**config.mk**
```make
export PLATFORM = sky130hd
export DESIGN_NAME = imem_loader
export DESIGN_NICKNAME = d
export VERILOG_FILES = /design/src/rtl/imem_loader.sv
export SDC_FILE = /design/constraint.sdc
export NUM_CORES = 1
export LEC_CHECK = 0
export BUFFER_PORTS_ARGS = -buffer_cell sky130_fd_sc_hd__buf_2
export CORE_ASPECT_RATIO = 0.9
export CORE_MARGIN = 2
export CORE_UTILIZATION = 48
export DETAILED_ROUTE_END_ITERATION = 10
export PLACE_DENSITY = 0.82
export SKIP_LAST_GASP = 1
export SYNTH_ARGS = -nofsm -noshare
export SYNTH_HDL_FRONTEND = slang
export SYNTH_SLANG_ARGS = --single-unit
```
**constraint.sdc**
```tcl
create_clock -name CLK -period 2.4 [get_ports CLK]
set_clock_uncertainty 0.2 [all_clocks]
set_input_delay 0.24 -clock CLK [delete_from_list [all_inputs] [get_ports CLK]]
set_output_delay 0.24 -clock CLK [all_outputs]
set_load 0.01 [all_outputs]
```
**src/rtl/imem_loader.sv**
```systemverilog
// imem_loader: receives a program frame over a UART byte stream and writes it
// into instruction memory through the IMEM A port, which it shares with the
// core fetch path. Frame: SYNC, N, 4*N little-endian data bytes, XOR checksum.
module imem_loader #(
    parameter int         DEPTH       = 14,
    parameter logic [7:0] SYNC_BYTE   = 8'hA5,
    parameter int         TIMEOUT_CYC = 100000
) (
    input  logic        CLK,
    input  logic        RST_N,
    input  logic        rx_valid,
    input  logic [7:0]  rx_data,
    input  logic [31:0] core_pc,
    output logic [31:0] imem_addr,
    output logic [31:0] imem_wd,
    output logic        imem_we,
    output logic        core_stall,
    output logic        core_restart,
    output logic        prog_busy,
    output logic        prog_done,
    output logic        prog_err
);

    localparam int TW = $clog2(TIMEOUT_CYC + 1);

    typedef enum logic [2:0] {
        IDLE,
        GET_LEN,
        GET_DATA,
        WRITE,
        GET_CSUM,
        DONE,
        ERR
    } state_t;

    state_t         state, state_d;

    logic [7:0]     n_len;     // word count of the current frame
    logic [7:0]     wr_idx;    // index of the next word to write
    logic [1:0]     byte_idx;  // byte position inside the word being assembled
    logic [23:0]    word;      // low three bytes; the fourth goes straight to imem_wd
    logic [7:0]     csum;
    logic [TW-1:0]  timer;

    // Per-cycle strobes from the FSM into the datapath
    logic start;       // SYNC accepted in IDLE
    logic len_ok;      // valid length byte, latch it
    logic data_byte;   // byte belongs to a data word
    logic word_full;   // fourth byte of a word, write it next cycle
    logic in_frame;    // states where the inter-byte timer runs
    logic byte_in;     // a byte was consumed by the frame
    logic tmo;
    logic last_word;

    assign tmo       = (timer == TW'(TIMEOUT_CYC - 1));
    assign last_word = ((wr_idx + 8'd1) == n_len);
    assign in_frame  = state inside {GET_LEN, GET_DATA, WRITE, GET_CSUM};
    assign byte_in   = rx_valid && in_frame;

    // Core fetches through the same port unless a frame is being loaded
    assign imem_addr = prog_busy ? {22'd0, wr_idx, 2'b00} : core_pc;

    // State register
    always_ff @(posedge CLK or negedge RST_N) begin
        if (!RST_N) state <= IDLE;
        else        state <= state_d;
    end

    // Next state and datapath strobes
    always_comb begin
        state_d   = state;
        start     = 1'b0;
        len_ok    = 1'b0;
        data_byte = 1'b0;
        word_full = 1'b0;
        case (state)
            IDLE: begin
                if (rx_valid && rx_data == SYNC_BYTE) begin
                    state_d = GET_LEN;
                    start   = 1'b1;
                end
            end
            GET_LEN: begin
                if (rx_valid) begin
                    if (rx_data == 8'd0 || rx_data > 8'(DEPTH)) begin
                        state_d = ERR;
                    end else begin
                        state_d = GET_DATA;
                        len_ok  = 1'b1;
                    end
                end else if (tmo) begin
                    state_d = ERR;
                end
            end
            GET_DATA: begin
                if (rx_valid) begin
                    data_byte = 1'b1;
                    if (byte_idx == 2'd3) begin
                        state_d   = WRITE;
                        word_full = 1'b1;
                    end
                end else if (tmo) begin
                    state_d = ERR;
                end
            end
            WRITE: begin
                // A byte landing here is never dropped: it is either the
                // first byte of the next word or, after the last word, the checksum
                if (last_word) begin
                    if (rx_valid) state_d = (rx_data == csum) ? DONE : ERR;
                    else          state_d = GET_CSUM;
                end else begin
                    state_d   = GET_DATA;
                    data_byte = rx_valid;
                end
            end
            GET_CSUM: begin
                if (rx_valid)  state_d = (rx_data == csum) ? DONE : ERR;
                else if (tmo)  state_d = ERR;
            end
            DONE:    state_d = IDLE;
            ERR:     state_d = IDLE;
            default: state_d = IDLE;
        endcase
    end

    // Frame datapath, write port and status flags
    always_ff @(posedge CLK or negedge RST_N) begin
        if (!RST_N) begin
            n_len        <= '0;
            wr_idx       <= '0;
            byte_idx     <= '0;
            word         <= '0;
            csum         <= '0;
            timer        <= '0;
            imem_wd      <= '0;
            imem_we      <= 1'b0;
            core_stall   <= 1'b0;
            core_restart <= 1'b0;
            prog_busy    <= 1'b0;
            prog_done    <= 1'b0;
            prog_err     <= 1'b0;
        end else begin
            imem_we      <= word_full;
            core_restart <= (state_d == DONE);

            if (start || byte_in) timer <= '0;
            else if (in_frame)    timer <= timer + TW'(1);
            else                  timer <= '0;

            if (start) begin
                csum       <= '0;
                byte_idx   <= '0;
                wr_idx     <= '0;
                prog_busy  <= 1'b1;
                core_stall <= 1'b1;
                prog_done  <= 1'b0;
                prog_err   <= 1'b0;
            end

            if (len_ok) n_len <= rx_data;

            if (data_byte) begin
                case (byte_idx)
                    2'd0:    word[7:0]   <= rx_data;
                    2'd1:    word[15:8]  <= rx_data;
                    2'd2:    word[23:16] <= rx_data;
                    default: ;
                endcase
                csum     <= csum ^ rx_data;
                byte_idx <= byte_idx + 2'd1;
            end

            if (word_full) imem_wd <= {rx_data, word};

            if (state == WRITE) wr_idx <= wr_idx + 8'd1;

            if (state == DONE) begin
                prog_done  <= 1'b1;
                prog_busy  <= 1'b0;
                core_stall <= 1'b0;
            end

            // Stall is held after a failure: IMEM may contain a partial image
            if (state == ERR) begin
                prog_err  <= 1'b1;
                prog_busy <= 1'b0;
            end
        end
    end

endmodule

```
==> flow_summary.yaml, run 1 <==
synth:
  synthDominantAreaCellType: "dfrtp_1"
  post_synth_inst_count: 468
  synth_seq_cells: 108
  post_synth_instance_area_sq_um: 5340
  synthesis.yosys.warnings: 0
  seq_area_frac_synth_pct: 50.6
  total_nets_after_synthesis: 517
  synthMostInstantiatedCell: "dfrtp_1"
  synth.lib_cells_used.distinct: 50
  avgSynthCellArea_sq_um: 11.4
  post_synth_edffs: 0
  async_flop_share_pct: 100
  synthTopCellsByArea: "dfrtp_1 (51%), mux2_2 (14%), xor2_1 (3.9%)"
  synth_commonest_cells: "dfrtp_1 (108), mux2_2 (68), nor2b_1 (31)"
  synthFlopType: "dfrtp_1"
  synthDominantCellAreaShare_pct: 50.6
finish:
  final_nets: 656
  layout.core_utilization_pct: 63.0
  post_route_cells_drive_above_1_share_pct: 44.1
  finalNonFillerCells: 764
  syn_to_final_growth_pct: 28.0
  area.sequential_sq_um: 2710
  num-fill-cells: 797
  area_taken_by_multi_input_logic_gates_sq_um: 2610
  insertedDiodeCount: 0
status:
  run_status: "finished with violations"
  failed_checks: "setup timing"
sta:
  fmaxAchievable_mhz: 395
  timing.slew.headroom_pct: 57.9
  report.final.hold_viol_count: 0
  rsz0062_at_grt: "yes"
  final-max-slew-violation-count: 0
  worst_hold_slack_ns: 0.137
  period_needed_ns: 2.53
  setup_viol_count_final: 36
  setup_ws_ns: -0.129
  finalCritPeriodShare_pct: 105
  max_slew.worst_pin.slew_ns: 0.632
hold_path:
  timing.hold.worst.class: "in2async"
run:
  timing.max_cap.violations: 0
drt:
  drc: 0
  firstDrtPassIters: 4
  detailedRoute.firstIterationViolations: 207
  routed_wl_um: 12900
  vias: 4149
  drt.antenna.violating_nets: 0
  detail_route.wl_per_cell_um: 16.9
  vias_per_cell: 5.43
placed_design:
  dp_worst_setup_slack_ns: -0.245
  count_of_input_and_output_buffers: 112
  place_congestion: 0.881
  placedCellCount: 736
  dp.final_hpwl_um: 8750
cts:
  cts_buffers: 9
  num_clock_sinks: 108
  cts_root_buf: "clkbuf_16"
  cts_htree_levels: 3
  tritoncts: "built"
  clk_pin_slew_ns: 0.07
  worstSkewPairLatency_ns: 0.35
  cts_max_path_buffers: 2
die:
  die_w_um: 115
  initial_core_util_pct: 49.2
  design.die.area_sq_um: 12000
  placement_rows: 36
  placeableCoreArea_sq_um: 10900
  chipHeight_um: 104
  pin_count: 113
worst_setup_path:
  crit_buf_inv: 1
  crit-reg2reg-capture: "byte_idx[0]$_DFFE_PN0P_"
  cp_max_fo: 4
  regToRegSetupSlack_ns: -0.13
  critical_path.top_delay_family: "compound AO/OA/AOI/OAI gates"
  critical-path-max-stage-delay_ns: 0.45
  reg2regPathDepth: 8
  timing.critical_path.arrival_ns: 2.56
  element_type_at_the_critical_path_end: "flip-flop"
  cell_by_cell_trace_of_the_critical_path: "ha_4 -> and3_4 -> a211oi_4 -> nand4_1 -> a221oi_4 -> buf_6 -> a21oi_4 -> mux2_4"
  worstSetupPathType: "reg2reg"
  timing.critical_path.to: "byte_idx[0]$_DFFE_PN0P_"
  rr_startpoint: "wr_idx[1]$_DFFE_PN0P_"
  setup.worst_path.start_class: "flip-flop"
  crit_path_top_delay_cell: "dfrtp_2"
  critical_path_cell_count: 8
  setup.worst_path.start: "wr_idx[1]$_DFFE_PN0P_"
  cp.required_ns: 2.43
pwr:
  pwr_density_cell_nw_per_um2: 1120
  report.power.total_mw: 7.65
  vdd.ir_drop.worst_v: 0.000796
  power.static_leakage_nw: 3.16
global_route:
  pin_count_of_the_biggest_net_entering_global_routing: 60
  grt_pass1_wl_um: 20200
  first_global_vias: 4123
  grt_antenna_before_repair: 0
  grt_use_total_pct: 21.1
  grt_overflow_total: 0
[area by class of cell]
| class | instances | area share (%) |
|---|---|---|
| multi-input cells | 321 | 38.2 |
| well taps | 152 | 2.78 |
| flip-flops and latches | 108 | 39.6 |
| inverters | 8 | 0.439 |
| clock inverters | 6 | 0.695 |
| repair buffers | 159 | 14.9 |
| clock buffers | 10 | 3.50 |
[stage by stage]
| stage | TNS [ns] | instance area (sq um) |
|---|---|---|
| 3_5_place_dp | -6.38 | 6230 |
| 3_3_place_gp | -3.03 | 6230 |
| 5_1_grt | -5.81 | 6840 |
| 4_1_cts | -1.58 | 6670 |
| 6_report | -2.67 | 6840 |
| 2_1_floorplan | 0 | 5350 |
[per-layer routing]
metal	global-route usage, %	routed length, um	vias up
met3	5.36	888	14
li1	-	-	1911
met4	6.20	128	0
met1	26.6	5430	2061
met5	0	0	-
met2	35.8	6440	163
[registers in the layout (all words and copies together) (netlist names), 2 cells and up]
| register | cells |
|---|---|
| n_len | 8 |
| word | 24 |
| byte_idx | 2 |
| wr_idx | 8 |
| state | 3 |
| timer | 17 |
| csum | 8 |
| imem_wd | 32 |
[worst reg2reg max path, stage by stage (launching register included)]
cell      delay, ns
dfrtp_2        0.45
ha_4           0.19
and3_4         0.16
a211oi_4       0.23
nand4_1        0.27
a221oi_4       0.41
buf_6          0.17
a21oi_4        0.07
mux2_4         0.28
[cells by family (layout without fill, tap and decap cells)]
family / Yosys count / after routing / synth area share, %
and+or+nand+nor: 159 / 159 / 16.3
DFF: 108 / 108 / 50.6
AOI/OAI and AO/OA: 50 / 51 / 7.24
buffers and inverters: 40 / 183 / 3.96
adders and majority gates: 6 / 6 / 1.41
muxes: 71 / 71 / 14.9
xor gates and xnor gates: 34 / 34 / 5.57
[cells in the final DEF (no fill, tap or decap), types with 3 or more instances in the layout]
cell type     n
buf_4        35
o31ai_1       3
nand4_1       4
dfrtp_1     106
nor2b_1      31
buf_6         6
mux2_2       58
nor2_1       25
xnor2_1      10
a21oi_4       5
mux2_4       10
clkinvlp_4    3
o21ai_0      14
nand2_1      28
a21oi_1       3
nor3b_1      13
xor2_1       24
a221o_1       4
and3_1        6
inv_1         8
or3_1         4
buf_2       111
clkbuf_16     9
a211o_1       4
ha_1          5
a2111oi_1     3
nor3_1        3
nor4_1        3
nand3_1      22
buf_12        6
[worst min path at each step]
stage	from	endpoint	slack, ns	depth (start not counted)
final	RST_N	imem_wd[24]$_DFFE_PN0P_	0.14	2
after global routing	RST_N	word[8]$_DFFE_PN0P_	0.16	2
after CTS	rx_data[1]	imem_wd[25]$_DFFE_PN0P_	0.12	2
after detailed placement	RST_N	imem_wd[24]$_DFFE_PN0P_	-0.04	1
after global placement	RST_N	imem_wd[24]$_DFFE_PN0P_	-0.04	1
after floorplan	RST_N	byte_idx[0]$_DFFE_PN0P_	-0.26	0
[power breakdown]
group | internal [mW] | leakage, nW | switching [mW] | total, mW
logic | 1.71 | 1.68 | 1.50 | 3.21
registers | 2.51 | 1.35 | 0.507 | 3.02
clock network | 0.742 | 0.133 | 0.680 | 1.42
[what timing repair did]
item	4_1_cts	5_1_grt
hold buffers	1	0
hold endpoints to repair	82	0
pin swaps	11	12
buffers inserted	3	8
gates cloned	0	1
endpoints found under the setup margin	37	38
resized for setup	29	14
Power figures use the tool's default switching activity.
==> run 2: changes to the inputs <==
Settings changed: MAX_ROUTING_LAYER set to met4.
==> run 2 against run 1 <==
  * The flow still finishes with violations (setup timing)
  * Total power increased by 0.12%
  * Utilization unchanged
  * Non-clock buffer count did not move
  * Via count is 0.36% higher
  * Clock power hardly changed
  * First-iteration DRC count down 9.7%
  * Cell count did not move
  * Critical path type unchanged
  * Largest cell class unchanged
==> flow_summary.yaml, run 2 (synthesis results as in run 1) <==
placed_design:
  count_of_input_and_output_buffers: 112
  dp_worst_setup_slack_ns: -0.245
  dp.final_hpwl_um: 8750
  place_congestion: 0.896
  dpl-instance-area_sq_um: 6230
drt:
  met2_wirelength_from_detailed_routing_um: 6410
  vias: 4164
  wl_met1_um: 5620
  detailedRoute.firstIterationViolations: 187
  top_layer_used: "met4"
  drt.antenna.violating_nets: 0
  met3RoutedLength_um: 721
  detail_route.wl_per_cell_um: 16.9
  routed_wl_um: 12900
  vias_per_cell: 5.45
  drc: 0
  firstDrtPassIters: 5
finish:
  layout.cell_area.non_filler_sq_um: 6840
  most_common_cell_after_layout_fill_and_taps_aside: "buf_2"
  final_nets: 656
  largestRegisters: "imem_wd x32, word x24, timer x17"
  insertedDiodeCount: 0
  syn_to_final_growth_pct: 28.0
  regMostFlops: "imem_wd"
  final_cell_mix: "buf_2 (111), dfrtp_1 (106), mux2_2 (58)"
  largest_register_ffs: 32
  post_route_cells_drive_above_1_share_pct: 44.1
cts:
  tritoncts: "built"
  cts_buffers: 9
  cts_root_buf: "clkbuf_16"
  cts_max_path_buffers: 2
  cts_htree_levels: 3
  num_clock_sinks: 108
  worstSkewPairLatency_ns: 0.35
  clk_pin_slew_ns: 0.07
sta:
  fin_setup_tns_ns: -2.96
  final-max-slew-violation-count: 0
  rsz0062_at_grt: "yes"
  period_needed_ns: 2.53
  report.final.hold_viol_count: 0
  setup_viol_count_final: 36
  fmaxAchievable_mhz: 395
  setup_ws_ns: -0.133
  max_slew.worst_pin.slew_ns: 0.633
  timing.slew.headroom_pct: 57.8
  finalCritPeriodShare_pct: 106
die:
  placeableCoreArea_sq_um: 10900
  die_w_um: 115
  initial_core_util_pct: 49.2
  pin_count: 113
  design.die.area_sq_um: 12000
  placement_rows: 36
  chipHeight_um: 104
worst_setup_path:
  cp.required_ns: 2.44
  element_type_at_the_critical_path_end: "flip-flop"
  setup.worst_path.start_class: "flip-flop"
  cp_max_fo: 4
  timing.critical_path.arrival_ns: 2.57
  worstSetupPathType: "reg2reg"
global_route:
  grt_pass1_wl_um: 20200
  grt_use_total_pct: 21.7
  first_global_vias: 4130
  pin_count_of_the_biggest_net_entering_global_routing: 60
  grt_antenna_before_repair: 0
  grt_overflow_total: 0
status:
  run_status: "finished with violations"
  failed_checks: "setup timing"
run:
  timing.max_cap.violations: 0
pwr:
  report.power.total_mw: 7.66
  power.static_leakage_nw: 3.16
  pwr_density_cell_nw_per_um2: 1120
  vdd.ir_drop.worst_v: 0.000799
hold_path:
  timing.hold.worst.class: "in2async"
[run 2: worst paths after layout]
path | startpoint | end | slack, ns | cells after the start
max reg2reg | wr_idx[1]$_DFFE_PN0P_ | byte_idx[0]$_DFFE_PN0P_ | -0.13 | 8
min reg2reg | imem_wd[25]$_DFFE_PN0P_ | imem_wd[25]$_DFFE_PN0P_ | 0.28 | 1
max | wr_idx[1]$_DFFE_PN0P_ | byte_idx[0]$_DFFE_PN0P_ | -0.13 | 8
min in group CLK | rx_data[1] | imem_wd[25]$_DFFE_PN0P_ | 0.14 | 2
max in group asynchronous | RST_N | imem_wd[10]$_DFFE_PN0P_ | 1.22 | 3
min | RST_N | imem_wd[24]$_DFFE_PN0P_ | 0.14 | 2
[run 2: through the flow]
stage | utilization, % | cells | hold slack [ns]
4_1_cts | 61.4 | 756 | 0.121
5_1_grt | 63.0 | 764 | 0.157
3_5_place_dp | 57.4 | 736 | -0.0368
6_report | 63.0 | 764 | 0.135
2_1_floorplan | - | 468 | -0.256
3_3_place_gp | 57.4 | 736 | -0.0381
[run 2: repair_timing]
item | in CTS | in global routing
endpoints found under the setup margin | 37 | 38
pin swaps | 11 | 12
hold buffers | 1 | 0
gates cloned | 0 | 1
setup buffers | 3 | 8
endpoints found under the hold margin | 82 | 0
resized for setup | 29 | 14
[run 2: report_power, final]
part,switching [mW],internal (mW),leakage (nW)
logic,1.50,1.71,1.68
registers,0.510,2.51,1.35
clock network,0.685,0.742,0.133
[run 2: worst max-delay path, stage by stage, from the launching register on]
cell,delay [ns]
dfrtp_2,0.45
ha_4,0.19
and3_4,0.16
a211oi_4,0.23
nand4_1,0.27
a221oi_4,0.41
buf_6,0.17
a21oi_4,0.06
mux2_4,0.28
[run 2: area by class of cell]
class / instances / area (sq um)
Fill cell: 797 / 4020
Sequential cell: 108 / 2710
Multi-Input combinational cell: 321 / 2610
Timing Repair Buffer: 159 / 1020
Clock buffer: 10 / 239
Tap cell: 152 / 190
Clock inverter: 6 / 47.5
Inverter: 8 / 30.0
[run 2: layer usage]
layer	up-vias	global-route usage (%)
met5	-	-
met4	0	6.20
met3	18	4.90
met2	166	35.9
met1	2068	26.8
li1	1912	-
==> run 3: changes to the inputs <==
Settings changed: CORE_UTILIZATION 48 to 25, PLACE_DENSITY 0.82 to 0.52.
==> run 3 against run 2 <==
  * The flow still finishes with violations (setup timing)
  * Die area increased by 88%
  * Flip-flop and latch count unchanged
  * Count of clock-buffer cells in the layout did not move
  * Worst setup slack better by 0.029 ns
  * Non-clock buffer count grew 13
  * Sequential power about the same
  * Sequential share of layout area decreased by 1.9 points
  * Combinational power increased by 2%
  * Total power up 2.7%
  * Hold slack lost 0.083 ns
  * Critical path depth up 2
  * Cell count grew 19%
  * Critical path type unchanged
  * Largest cell class unchanged
  * Largest power group unchanged
==> flow_summary.yaml, run 3 (synthesis results as in run 1) <==
cts:
  tritoncts: "built"
  clk_pin_slew_ns: 0.07
  cts_max_path_buffers: 2
  cts_root_buf: "clkbuf_16"
  cts_buffers: 9
  num_clock_sinks: 108
  cts_htree_levels: 3
  worstSkewPairLatency_ns: 0.36
hold_path:
  hold_path.startpoint: "rx_data[2]"
  timing.hold.worst.class: "in2reg"
finish:
  num-fill-cells: 2127
  area.sequential_sq_um: 2710
  final_cell_mix: "buf_2 (111), dfrtp_1 (105), mux2_2 (60)"
  regMostFlops: "imem_wd"
  syn_to_final_growth_pct: 34.4
  area_taken_by_multi_input_logic_gates_sq_um: 2650
  largestRegisters: "imem_wd x32, word x24, timer x17"
  post_route_cells_drive_above_1_share_pct: 45.4
  most_common_cell_after_layout_fill_and_taps_aside: "buf_2"
  largest_register_ffs: 32
  insertedDiodeCount: 0
  final_nets: 669
worst_setup_path:
  worstSetupPathType: "reg2reg"
  timing.critical_path.arrival_ns: 2.54
  element_type_at_the_critical_path_end: "flip-flop"
  setup.worst_path.start: "wr_idx[1]$_DFFE_PN0P_"
  cp_max_fo: 8
  rr_startpoint: "wr_idx[1]$_DFFE_PN0P_"
  setup.worst_path.start_class: "flip-flop"
  cp.required_ns: 2.44
drt:
  firstDrtPassIters: 4
  drc: 0
  vias: 4130
  detailedRoute.firstIterationViolations: 261
  detail_route.wl_per_cell_um: 15.6
  routed_wl_um: 14200
  drt.antenna.violating_nets: 0
  vias_per_cell: 4.53
global_route:
  pin_count_of_the_biggest_net_entering_global_routing: 42
  global_routing_met2_resource_utilization_pct: 20.9
  first_global_vias: 4153
  grt_overflow_total: 0
  gr-max-usage-layer: "met2"
  grt_pass1_wl_um: 22000
  grt_use_total_pct: 13.0
  global_route.usage.met3_pct: 3.28
  gr-usage-met1_pct: 16.4
  grt_antenna_before_repair: 0
sta:
  max_slew.worst_pin.slew_ns: 0.637
  rsz0062_at_grt: "yes"
  finalCritPeriodShare_pct: 104
  fmaxAchievable_mhz: 399
  setup_viol_count_final: 35
  period_needed_ns: 2.50
  setup_ws_ns: -0.104
  final-max-slew-violation-count: 0
  worst_hold_slack_ns: 0.0526
  timing.slew.headroom_pct: 57.6
  report.final.hold_viol_count: 0
die:
  chipHeight_um: 143
  initial_core_util_pct: 25.6
  pin_count: 113
  placement_rows: 50
  design.die.area_sq_um: 22600
  placeableCoreArea_sq_um: 20900
  die_w_um: 158
run:
  timing.max_cap.violations: 0
pwr:
  power_switching_mw: 2.76
  pwr_density_cell_nw_per_um2: 1100
  power.static_leakage_nw: 3.26
  report.power.total_mw: 7.86
  internal_power_mw: 5.11
  power.share.sequential_pct: 38.3
  vdd.ir_drop.worst_v: 0.000508
  power.share.combinational_pct: 41.7
  power.share.clock_pct: 20.0
  power.share.switching_pct: 35.1
status:
  run_status: "finished with violations"
  failed_checks: "setup timing"
placed_design:
  dp.final_hpwl_um: 10200
  place_congestion: 0.820
  count_of_input_and_output_buffers: 112
run 3: cell types whose count changed in the layout (fill, tap and decap cells not counted), sizes merged:
cell,previous run,this run
clkinvlp,3,0
buf,158,171
clkinv,1,2
inv,10,11
bufinv,0,1
run 3: layout make-up:
class	instances	area share, %
multi-input cells	321	36.9
well taps	286	4.99
repair buffers	172	15.6
clock inverters	6	1.10
inverters	8	0.418
flip-flops and latches	108	37.7
clock buffers	10	3.33
run 3: metal layers:
metal	part of all wire, %	up-vias
met5	0	-
met4	0.96	0
met3	6.3	13
met2	48	133
met1	45	2033
li1	-	1951
run 3: worst max-delay path, stage by stage (launching register included):
cell and delay [ns]:
dfrtp_2 0.45, ha_4 0.19, and3_4 0.16, a211oi_4 0.22, nand4_1 0.15, buf_6 0.16, a21oi_4 0.22, buf_12 0.15
a21oi_4 0.06, buf_12 0.14, mux2_2 0.27
run 3: worst paths after layout:
path                       depth (start not counted)  slack [ns]                 endpoint
max                                               10       -0.10      word[5]$_DFFE_PN0P_
min                                                2        0.05     word[10]$_DFFE_PN0P_
max reg2reg                                       10       -0.10      word[5]$_DFFE_PN0P_
min reg2reg                                        2        0.27    prog_done$_DFFE_PN0P_
max in group asynchronous                          3        1.19    wr_idx[2]$_DFFE_PN0P_
min in group asynchronous                          2        0.20  imem_wd[21]$_DFFE_PN0P_
run 3: through the flow:
step	setup TNS [ns]	cells	cell area (sq um)	utilization, %	setup slack, ns
CTS	-0.0594	906	7000	33.5	-0.0193
floorplan	0	468	5350	-	0.00362
finish	-2.47	911	7180	34.3	-0.104
global route	-5.47	911	7180	34.3	-0.184
detailed placement	-6.91	877	6460	30.9	-0.282
global placement	-3.20	877	6460	30.9	-0.143
run 3: power groups by stage:
stage | clock network (mW) | registers, mW | logic, mW
detailed placement | 0 | 3.02 | 2.84
global route | 1.71 | 3.11 | 3.56
global placement | 0 | 3.00 | 2.76
finish | 1.57 | 3.01 | 3.28
CTS | 1.62 | 3.00 | 3.12
floorplan | 0 | 3.01 | 1.76
run 3: timing repair:
item / in CTS / in global routing
resized for setup: 18 / 29
buffers inserted: 11 / 8
setup endpoints to repair: 38 / 38
gates cloned: 1 / 0
pin swaps: 9 / 14
endpoints found under the hold margin: 38 / 0
hold buffers: 1 / 0
